## config.mk

```make
export PLATFORM = sky130hd
export DESIGN_NAME = tft_cmd_queue
export DESIGN_NICKNAME = d
export VERILOG_FILES = /design/src/rtl/tft_cmd_queue.sv
export SDC_FILE = /design/constraint.sdc
export NUM_CORES = 1
export LEC_CHECK = 0
export ABC_AREA = 1
export CAP_MARGIN = 20
export CORE_UTILIZATION = 25
export DETAILED_ROUTE_END_ITERATION = 10
export HOLD_SLACK_MARGIN = 0.06
export PLACE_DENSITY = 0.42
export SYNTH_ARGS = -nofsm -noshare
export SYNTH_HDL_FRONTEND = slang
export SYNTH_SLANG_ARGS = --single-unit
export TNS_END_PERCENT = 100
```

## constraint.sdc

```tcl
create_clock -name clk -period 14.1 [get_ports clk]
set_input_delay 2.82 -clock clk [delete_from_list [all_inputs] [get_ports clk]]
set_output_delay 2.82 -clock clk [all_outputs]
set_load 0.05 [all_outputs]
```

## src/rtl/tft_cmd_queue.sv

```systemverilog
// Command FIFO and init/draw pulse sequencer in front of tft_ctrl.
// Optional write-side window clipping is built when TFT_CMD_CLIP_EN is defined.
module tft_cmd_queue #(
    parameter int unsigned DEPTH_LOG2 = 4,
    parameter int unsigned AUTO_INIT  = 1,
    parameter int unsigned BUSY_TMO   = 7,
    parameter int unsigned XMAX       = 239,
    parameter int unsigned YMAX       = 319
) (
    input  logic                  clk,
    input  logic                  rstn,

    input  logic                  wr_en,
    input  logic [15:0]           wr_color,
    input  logic [15:0]           wr_xstart,
    input  logic [15:0]           wr_xend,
    input  logic [15:0]           wr_ystart,
    input  logic [15:0]           wr_yend,
    input  logic                  init_req,

    output logic                  full,
    output logic                  empty,
    output logic [DEPTH_LOG2:0]   level,

    output logic                  init,
    output logic                  draw,
    input  logic                  ctrl_busy,
    output logic [15:0]           color,
    output logic [15:0]           xstart,
    output logic [15:0]           xend,
    output logic [15:0]           ystart,
    output logic [15:0]           yend,

    output logic                  idle,
    output logic                  tmo_err
);

    localparam int unsigned DEPTH = 1 << DEPTH_LOG2;
    localparam int unsigned TMO_W = (BUSY_TMO > 1) ? $clog2(BUSY_TMO) : 1;
    localparam logic [TMO_W-1:0]    TMO_LAST = TMO_W'(BUSY_TMO - 1);
    localparam logic [DEPTH_LOG2:0] PTR_ONE  = (DEPTH_LOG2 + 1)'(1);

    if (DEPTH_LOG2 < 1 || BUSY_TMO < 1 || XMAX > 32'hFFFF || YMAX > 32'hFFFF) begin : g_bad_param
        $error("tft_cmd_queue: parameter out of range");
    end

    typedef struct packed {
        logic [15:0] color;
        logic [15:0] xs;
        logic [15:0] xe;
        logic [15:0] ys;
        logic [15:0] ye;
    } entry_t;

    typedef enum logic [1:0] {
        StIdle,
        StWaitHi,
        StWaitLo,
        StGap
    } state_e;

    // ---------------------------------------------------------------------------------------
    // Write-side entry formation
    // ---------------------------------------------------------------------------------------
    entry_t wr_entry;
    logic   wr_drop;

`ifdef TFT_CMD_CLIP_EN
    localparam logic [15:0] XMAX_W = 16'(XMAX);
    localparam logic [15:0] YMAX_W = 16'(YMAX);

    logic [15:0] x_lo, x_hi, y_lo, y_hi;

    always_comb begin
        x_lo = (wr_xstart > wr_xend) ? wr_xend   : wr_xstart;
        x_hi = (wr_xstart > wr_xend) ? wr_xstart : wr_xend;
        y_lo = (wr_ystart > wr_yend) ? wr_yend   : wr_ystart;
        y_hi = (wr_ystart > wr_yend) ? wr_ystart : wr_yend;

        wr_entry.color = wr_color;
        wr_entry.xs    = x_lo;
        wr_entry.xe    = (x_hi > XMAX_W) ? XMAX_W : x_hi;
        wr_entry.ys    = y_lo;
        wr_entry.ye    = (y_hi > YMAX_W) ? YMAX_W : y_hi;

        // A window starting off-screen has nothing left to draw.
        wr_drop = (x_lo > XMAX_W) || (y_lo > YMAX_W);
    end
`else
    assign wr_entry = '{color: wr_color, xs: wr_xstart, xe: wr_xend,
                        ys: wr_ystart, ye: wr_yend};
    assign wr_drop  = 1'b0;
`endif

    // ---------------------------------------------------------------------------------------
    // FIFO
    // ---------------------------------------------------------------------------------------
    entry_t              mem [DEPTH];
    entry_t              head;
    logic [DEPTH_LOG2:0] wr_ptr_q, wr_ptr_d;
    logic [DEPTH_LOG2:0] rd_ptr_q, rd_ptr_d;
    logic                full_q, full_d;
    logic                empty_q, empty_d;
    logic                push;
    logic                pop;

    // A pop in the same cycle frees the slot being written, so a full FIFO still accepts.
    assign push     = wr_en && !wr_drop && (!full_q || pop);
    assign wr_ptr_d = push ? wr_ptr_q + PTR_ONE : wr_ptr_q;
    assign rd_ptr_d = pop  ? rd_ptr_q + PTR_ONE : rd_ptr_q;
    assign empty_d  = (wr_ptr_d == rd_ptr_d);
    assign full_d   = (wr_ptr_d[DEPTH_LOG2] != rd_ptr_d[DEPTH_LOG2]) &&
                      (wr_ptr_d[DEPTH_LOG2-1:0] == rd_ptr_d[DEPTH_LOG2-1:0]);
    assign head     = mem[rd_ptr_q[DEPTH_LOG2-1:0]];

    always_ff @(posedge clk) begin
        if (push) begin
            mem[wr_ptr_q[DEPTH_LOG2-1:0]] <= wr_entry;
        end
    end

    // ---------------------------------------------------------------------------------------
    // Sequencer
    // ---------------------------------------------------------------------------------------
    state_e           state_q, state_d;
    logic [TMO_W-1:0] tmo_cnt_q, tmo_cnt_d;
    logic             tmo_err_q, tmo_err_d;
    logic             init_pend_q, init_pend_d;
    logic             init_q, init_d;
    logic             draw_q, draw_d;
    logic             issue_init;
    entry_t           out_q;

    always_comb begin
        state_d    = state_q;
        tmo_cnt_d  = tmo_cnt_q;
        tmo_err_d  = tmo_err_q;
        init_d     = 1'b0;
        draw_d     = 1'b0;
        issue_init = 1'b0;
        pop        = 1'b0;

        case (state_q)
            StIdle: begin
                tmo_cnt_d = '0;
                if (init_pend_q) begin
                    issue_init = 1'b1;
                    init_d     = 1'b1;
                    state_d    = StWaitHi;
                end else if (!empty_q) begin
                    pop     = 1'b1;
                    draw_d  = 1'b1;
                    state_d = StWaitHi;
                end
            end
            StWaitHi: begin
                if (ctrl_busy) begin
                    state_d = StWaitLo;
                end else if (tmo_cnt_q == TMO_LAST) begin
                    // tft_ctrl never acknowledged; retire the command and move on.
                    tmo_err_d = 1'b1;
                    state_d   = StIdle;
                end else begin
                    tmo_cnt_d = tmo_cnt_q + TMO_W'(1);
                end
            end
            StWaitLo: begin
                if (!ctrl_busy) begin
                    state_d = StGap;
                end
            end
            StGap: begin
                state_d = StIdle;
            end
            default: begin
                state_d = StIdle;
            end
        endcase
    end

    // A request landing on the issuing cycle stays pending rather than being lost.
    assign init_pend_d = (init_pend_q && !issue_init) || init_req;

    always_ff @(posedge clk or negedge rstn) begin
        if (!rstn) begin
            state_q     <= StIdle;
            wr_ptr_q    <= '0;
            rd_ptr_q    <= '0;
            full_q      <= 1'b0;
            empty_q     <= 1'b1;
            init_pend_q <= (AUTO_INIT != 0);
            tmo_cnt_q   <= '0;
            tmo_err_q   <= 1'b0;
            init_q      <= 1'b0;
            draw_q      <= 1'b0;
            out_q       <= '0;
        end else begin
            state_q     <= state_d;
            wr_ptr_q    <= wr_ptr_d;
            rd_ptr_q    <= rd_ptr_d;
            full_q      <= full_d;
            empty_q     <= empty_d;
            init_pend_q <= init_pend_d;
            tmo_cnt_q   <= tmo_cnt_d;
            tmo_err_q   <= tmo_err_d;
            init_q      <= init_d;
            draw_q      <= draw_d;
            if (pop) begin
                out_q <= head;
            end
        end
    end

    // ---------------------------------------------------------------------------------------
    // Outputs
    // ---------------------------------------------------------------------------------------
    assign full    = full_q;
    assign empty   = empty_q;
    assign level   = wr_ptr_q - rd_ptr_q;
    assign init    = init_q;
    assign draw    = draw_q;
    assign color   = out_q.color;
    assign xstart  = out_q.xs;
    assign xend    = out_q.xe;
    assign ystart  = out_q.ys;
    assign yend    = out_q.ye;
    assign tmo_err = tmo_err_q;
    assign idle    = (state_q == StIdle) && empty_q && !init_pend_q;

endmodule

```

# After elaboration in Yosys (flattened, before gate mapping)
# Memory sizes are Yosys's and may differ from the RTL's. A register that Yosys moved wholly into a read port is not among the register bits.
# Cells that the tools add are included.
# totals
ff_bits,21
ramBits,1280
inputBits,85
output_inout_bits,91
word_cells,62
mem_count,1
# classes
add_sub_neg,4
n_eq_ne,12
mux,18
n_bitwise,1
reduce_logical,16
# mem_list
name,depth,width,read_ports,rd_clocked_by_memory_dff,write_ports,line_no,text
mem,16,80,1,1,1,98,entry_t mem [DEPTH];
# op_table
operator,count
"adder 5 x 1 -> 5 bit, second input constant",2
2-to-1 mux 2 bit,5
2-to-1 mux 5 bit,2
AND reduction 3 bit,3
one-hot mux 2 bit (4 select lines),1
2-to-1 mux 1 bit,7
2-to-1 mux 3 bit,2
"inequality test 2 bit, second input constant",3
"inequality test 3 bit, second input constant",2
one-hot mux 3 bit (2 select lines),1
== test 5 bit,1
logical AND 1 bit,5
subtractor 5 bit,1
"== test 2 bit, second input constant",2
== test 4 bit,1
logical NOT 1 bit,4
"adder 3 x 1 -> 3 bit, second input constant",1
"== test 3 bit, second input constant",1
"== test 2 x 1 -> 1 bit, second input constant",1
logical NOT 2 bit,1
logical OR 1 bit,2
nonzero test 2 bit,1
inequality test 1 bit,1
NOT 1 bit,1

# Depth between registers and ports, before layout
# logic_depth
ltp_word,8
ltp_mapped,12
mapped_depth_nobuf,10

# Worst setup path after synthesis
# No wires, ideal clock.
# synth_timing
kind,input -> register
from,in wr_en
to,mem mem[7][0] (netlist bit) (enable)
arrival_ps,8675
t_required_ps,13484
setup_slack_ps,4809
stages,5
n_path_buf,1
cell_sequence,clkbuf_1 -> nand2_1 -> inv_1 -> nand2_1 -> nor3_1
# synth_between
elab_chain_len,3
# synth_rtl
element,line_no,text
from (decl),13,"input logic wr_en,"
logical AND 1 bit,108,assign push = wr_en && !wr_drop && (!full_q || pop);
2-to-1 mux 1 bit,117,if (push) begin
2-to-1 mux 1 bit (not written as such),118,mem[wr_ptr_q[DEPTH_LOG2-1:0]] <= wr_entry;
to (decl),98,
# Every way passes these cells.

# Final worst setup path
# layout_timing
from,reg rd_ptr_q[2]
to,out level[3]
# layout_between
elab_chain_len,1
# layout_rtl
element,line_no,text
from (decl),101,"logic [DEPTH_LOG2:0] rd_ptr_q, rd_ptr_d;"
from (signal assigned),200,rd_ptr_q <= rd_ptr_d;
subtractor 5 bit,219,assign level = wr_ptr_q - rd_ptr_q;
to (decl),23,"output logic [DEPTH_LOG2:0] level,"
# Every way passes these cells.

==> results.json <==
{
  "syn-instance-count": 4181,
  "cts-root-to-sink-buffers": 3,
  "cts_tree": "built",
  "async_flop_share_pct": 7.31,
  "synth_edf_count": 1280,
  "post-route-min-period_ps": 6940,
  "yosysTopAreaCell": "edfxtp_1",
  "hpwl_um": 85500,
  "syn_area_per_cell_um2": 12.9,
  "final_antenna_net_count": 0,
  "synth_ff_type": "edfxtp_1",
  "maxSlewHeadroom_pct": 15.1,
  "dieArea_um2": 218000,
  "num-fill-cells": 21700,
  "placed_cells": 6971,
  "hold_viol": 0,
  "gr-usage-all-layers_pct": 14.3,
  "synth_nets": 4278,
  "drive_above_1_share_pct": 6.91,
  "pre_cts_slack_ps": 7260,
  "clkLatencyLatePin_ps": 800,
  "tns_ps": 0,
  "port_buffers": 175,
  "cts_max_level": 4,
  "cts_buffers": 157,
  "cp_data_arrival_time_ps": 4120,
  "cts_setup_buffers": 0,
  "drc_errors": 0,
  "vias": 33000,
  "yosys-top-cells-area": "edfxtp_1 (71%), nor2_1 (5.9%), dfrtp_1 (4.6%)",
  "final_cells": 7264,
  "drv_cap": 0,
  "cts-root-buf": "clkbuf_16",
  "grt_pass1_wl_um": 232000,
  "initial_core_util_pct": 25.2,
  "antenna_found_initial": 7,
  "gp_congestion": 0.738,
  "cp-end-kind": "output port",
  "cts_hold_buf": 0,
  "viasPerCell": 4.54,
  "power.total_mw": 13.6,
  "wire_per_inst_um": 21.6,
  "peakVddDrop_uv": 180,
  "post_cts_resized": 0,
  "start_kind": "flop",
  "first_global_vias": 33400,
  "worstPathRequired_ps": 11280,
  "io-pin-count": 176,
  "crit_fanout": 60,
  "antenna_cells": 0,
  "clock_sinks": 1381,
  "wl_um": 157000,
  "slew_viol_final": 0,
  "worst_pin_slew_ps": 1270,
  "rsz0062_at_grt": "no",
  "p_per_area_nw_per_um2": 213,
  "setup_ws_ps": 7160,
  "fin_skew_ps": 40.6,
  "yosysUniqueCellTypes": 31,
  "hold_path.class": "reg2reg",
  "ys_warn_count": 0,
  "grt_max_degree": 211,
  "syn_area_um2": 54100,
  "fp.dieW_um": 467,
  "fmaxAchievable_mhz": 144,
  "nets": 4390,
  "core.rowCount": 170,
  "coreArea_um2": 215000,
  "leakagePower_nw": 20.5,
  "setup_viol": 0,
  "die_h_um": 467,
  "dr.first_iter.drc_count": 2329,
  "timing.final.crit_share_pct": 49.2,
  "first_pass_iters": 7,
  "yosys.area.top_type_share_pct": 71.1,
  "area_delta_synth_final_pct": 18.0,
  "cts.clk_slew.worst_paths_ps": 60,
  "grt-ovfl-total": 0,
  "status": "complete, no violations",
  "synth_seq_cells": 1381,
  "holdWs_ps": 483,
  "crit_type": "reg2out",
  "ys_seq_area_share_pct": 75.7
}
-- worst paths after layout --
kind                            depth (start not counted)          end        start  slack (ps)
worst min register to register                          1      tmo_err      tmo_err         480
worst max-delay path                                    7     level[3]  rd_ptr_q[2]        7160
worst max register to register                          8    mem[2][8]   state_q[0]        9840
min in group asynchronous                               1   ystart[14]         rstn        1920
max in group asynchronous                               2  rd_ptr_q[0]         rstn       11010
worst min-delay path                                    1      tmo_err      tmo_err         480
-- where the power goes --
group / internal (mW) / switching, mW / total, mW
registers: 4.99 / 0.251 / 5.24
logic: 1.17 / 3.17 / 4.34
clock network: 2.29 / 1.72 / 4.01
total: 8.45 / 5.14 / 13.6
-- worst max-delay path, stage by stage, from the launching register on --
cell and delay, ps:
dfrtp_4 780, clkinv_2 100, buf_4 710, ha_1 430, a21oi_1 170, nand2_1 80
xor2_1 190, clkdlybuf4s50_1 840
-- placed cells by master, fill, tap and decap left out, drive strengths merged, types with 99 or more instances in the layout --
cell and n:
a21oi 138, clkbuf 210, clkdlybuf4s50 174, dfrtp 99, edfxtp 1280, inv 116, nand2 333, nor2 849
o211ai 215, o21ai 672, o22ai 105
-- registers in the layout, indices dropped and copies added (netlist names), 3 cells and up, named ones only --
name       flops
rd_ptr_q       5
wr_ptr_q       5
color         16
ystart        16
xstart        16
tmo_cnt_q      3
mem         1280
xend          16
yend          16
-- synth_stat cells, types with 2 or more instances --
cell type	number
nand4_1	2
xnor2_1	2
buf_2	49
o22ai_1	105
nor3_1	3
a21oi_1	138
o21bai_1	2
xor2_1	5
ha_1	11
inv_2	2
o211ai_1	215
nand2_1	331
buf_6	16
nand3_1	77
buf_1	24
inv_1	105
o21ai_0	454
dfrtp_1	99
o21ai_1	218
clkbuf_1	172
dfstp_2	2
nor2_1	848
buf_4	14
edfxtp_1	1280
-- cell type report --
cell class / instances / area, µm² / share of cell area [%]
Sequential cell: 1381 / 41000 / 64.2
Multi-Input combinational cell: 2417 / 11600 / 18.1
Clock buffer: 210 / 4260 / 6.67
Tap cell: 2838 / 3550 / 5.57
Timing Repair Buffer: 229 / 2240 / 3.51
Clock inverter: 82 / 779 / 1.22
Inverter: 107 / 428 / 0.671
-- metrics by stage --
step / utilization (%) / instance area, µm²
after detailed placement: 27.3 / 58700
after floorplan: - / 54100
after global routing: 29.7 / 63800
after CTS: 29.7 / 63800
final: 29.7 / 63800
after global placement: 27.3 / 58700
-- routing by layer --
metal	global-route usage, %	vias up	part of all wire [%]
li1	-	15500	-
met1	19.0	16700	45
met2	24.1	602	49
met3	2.07	220	3.6
met4	3.76	2	2.1
met5	0	-	0.0089
-- kinds of logic (layout without fill, tap and decap cells) --
logic type | Yosys count | in the layout | share of synthesized area [%]
buffers and inverters | 383 | 628 | 3.09
adder cells (fa/ha/maj) | 12 | 12 | 0.292
XOR/XNOR | 7 | 7 | 0.113
AO/OA/AOI/OAI | 1134 | 1134 | 11.8
flip-flops | 1381 | 1381 | 75.7
AND/OR/NAND/NOR | 1264 | 1264 | 9.00
No activity file was read; power rests on OpenSTA's default activity.
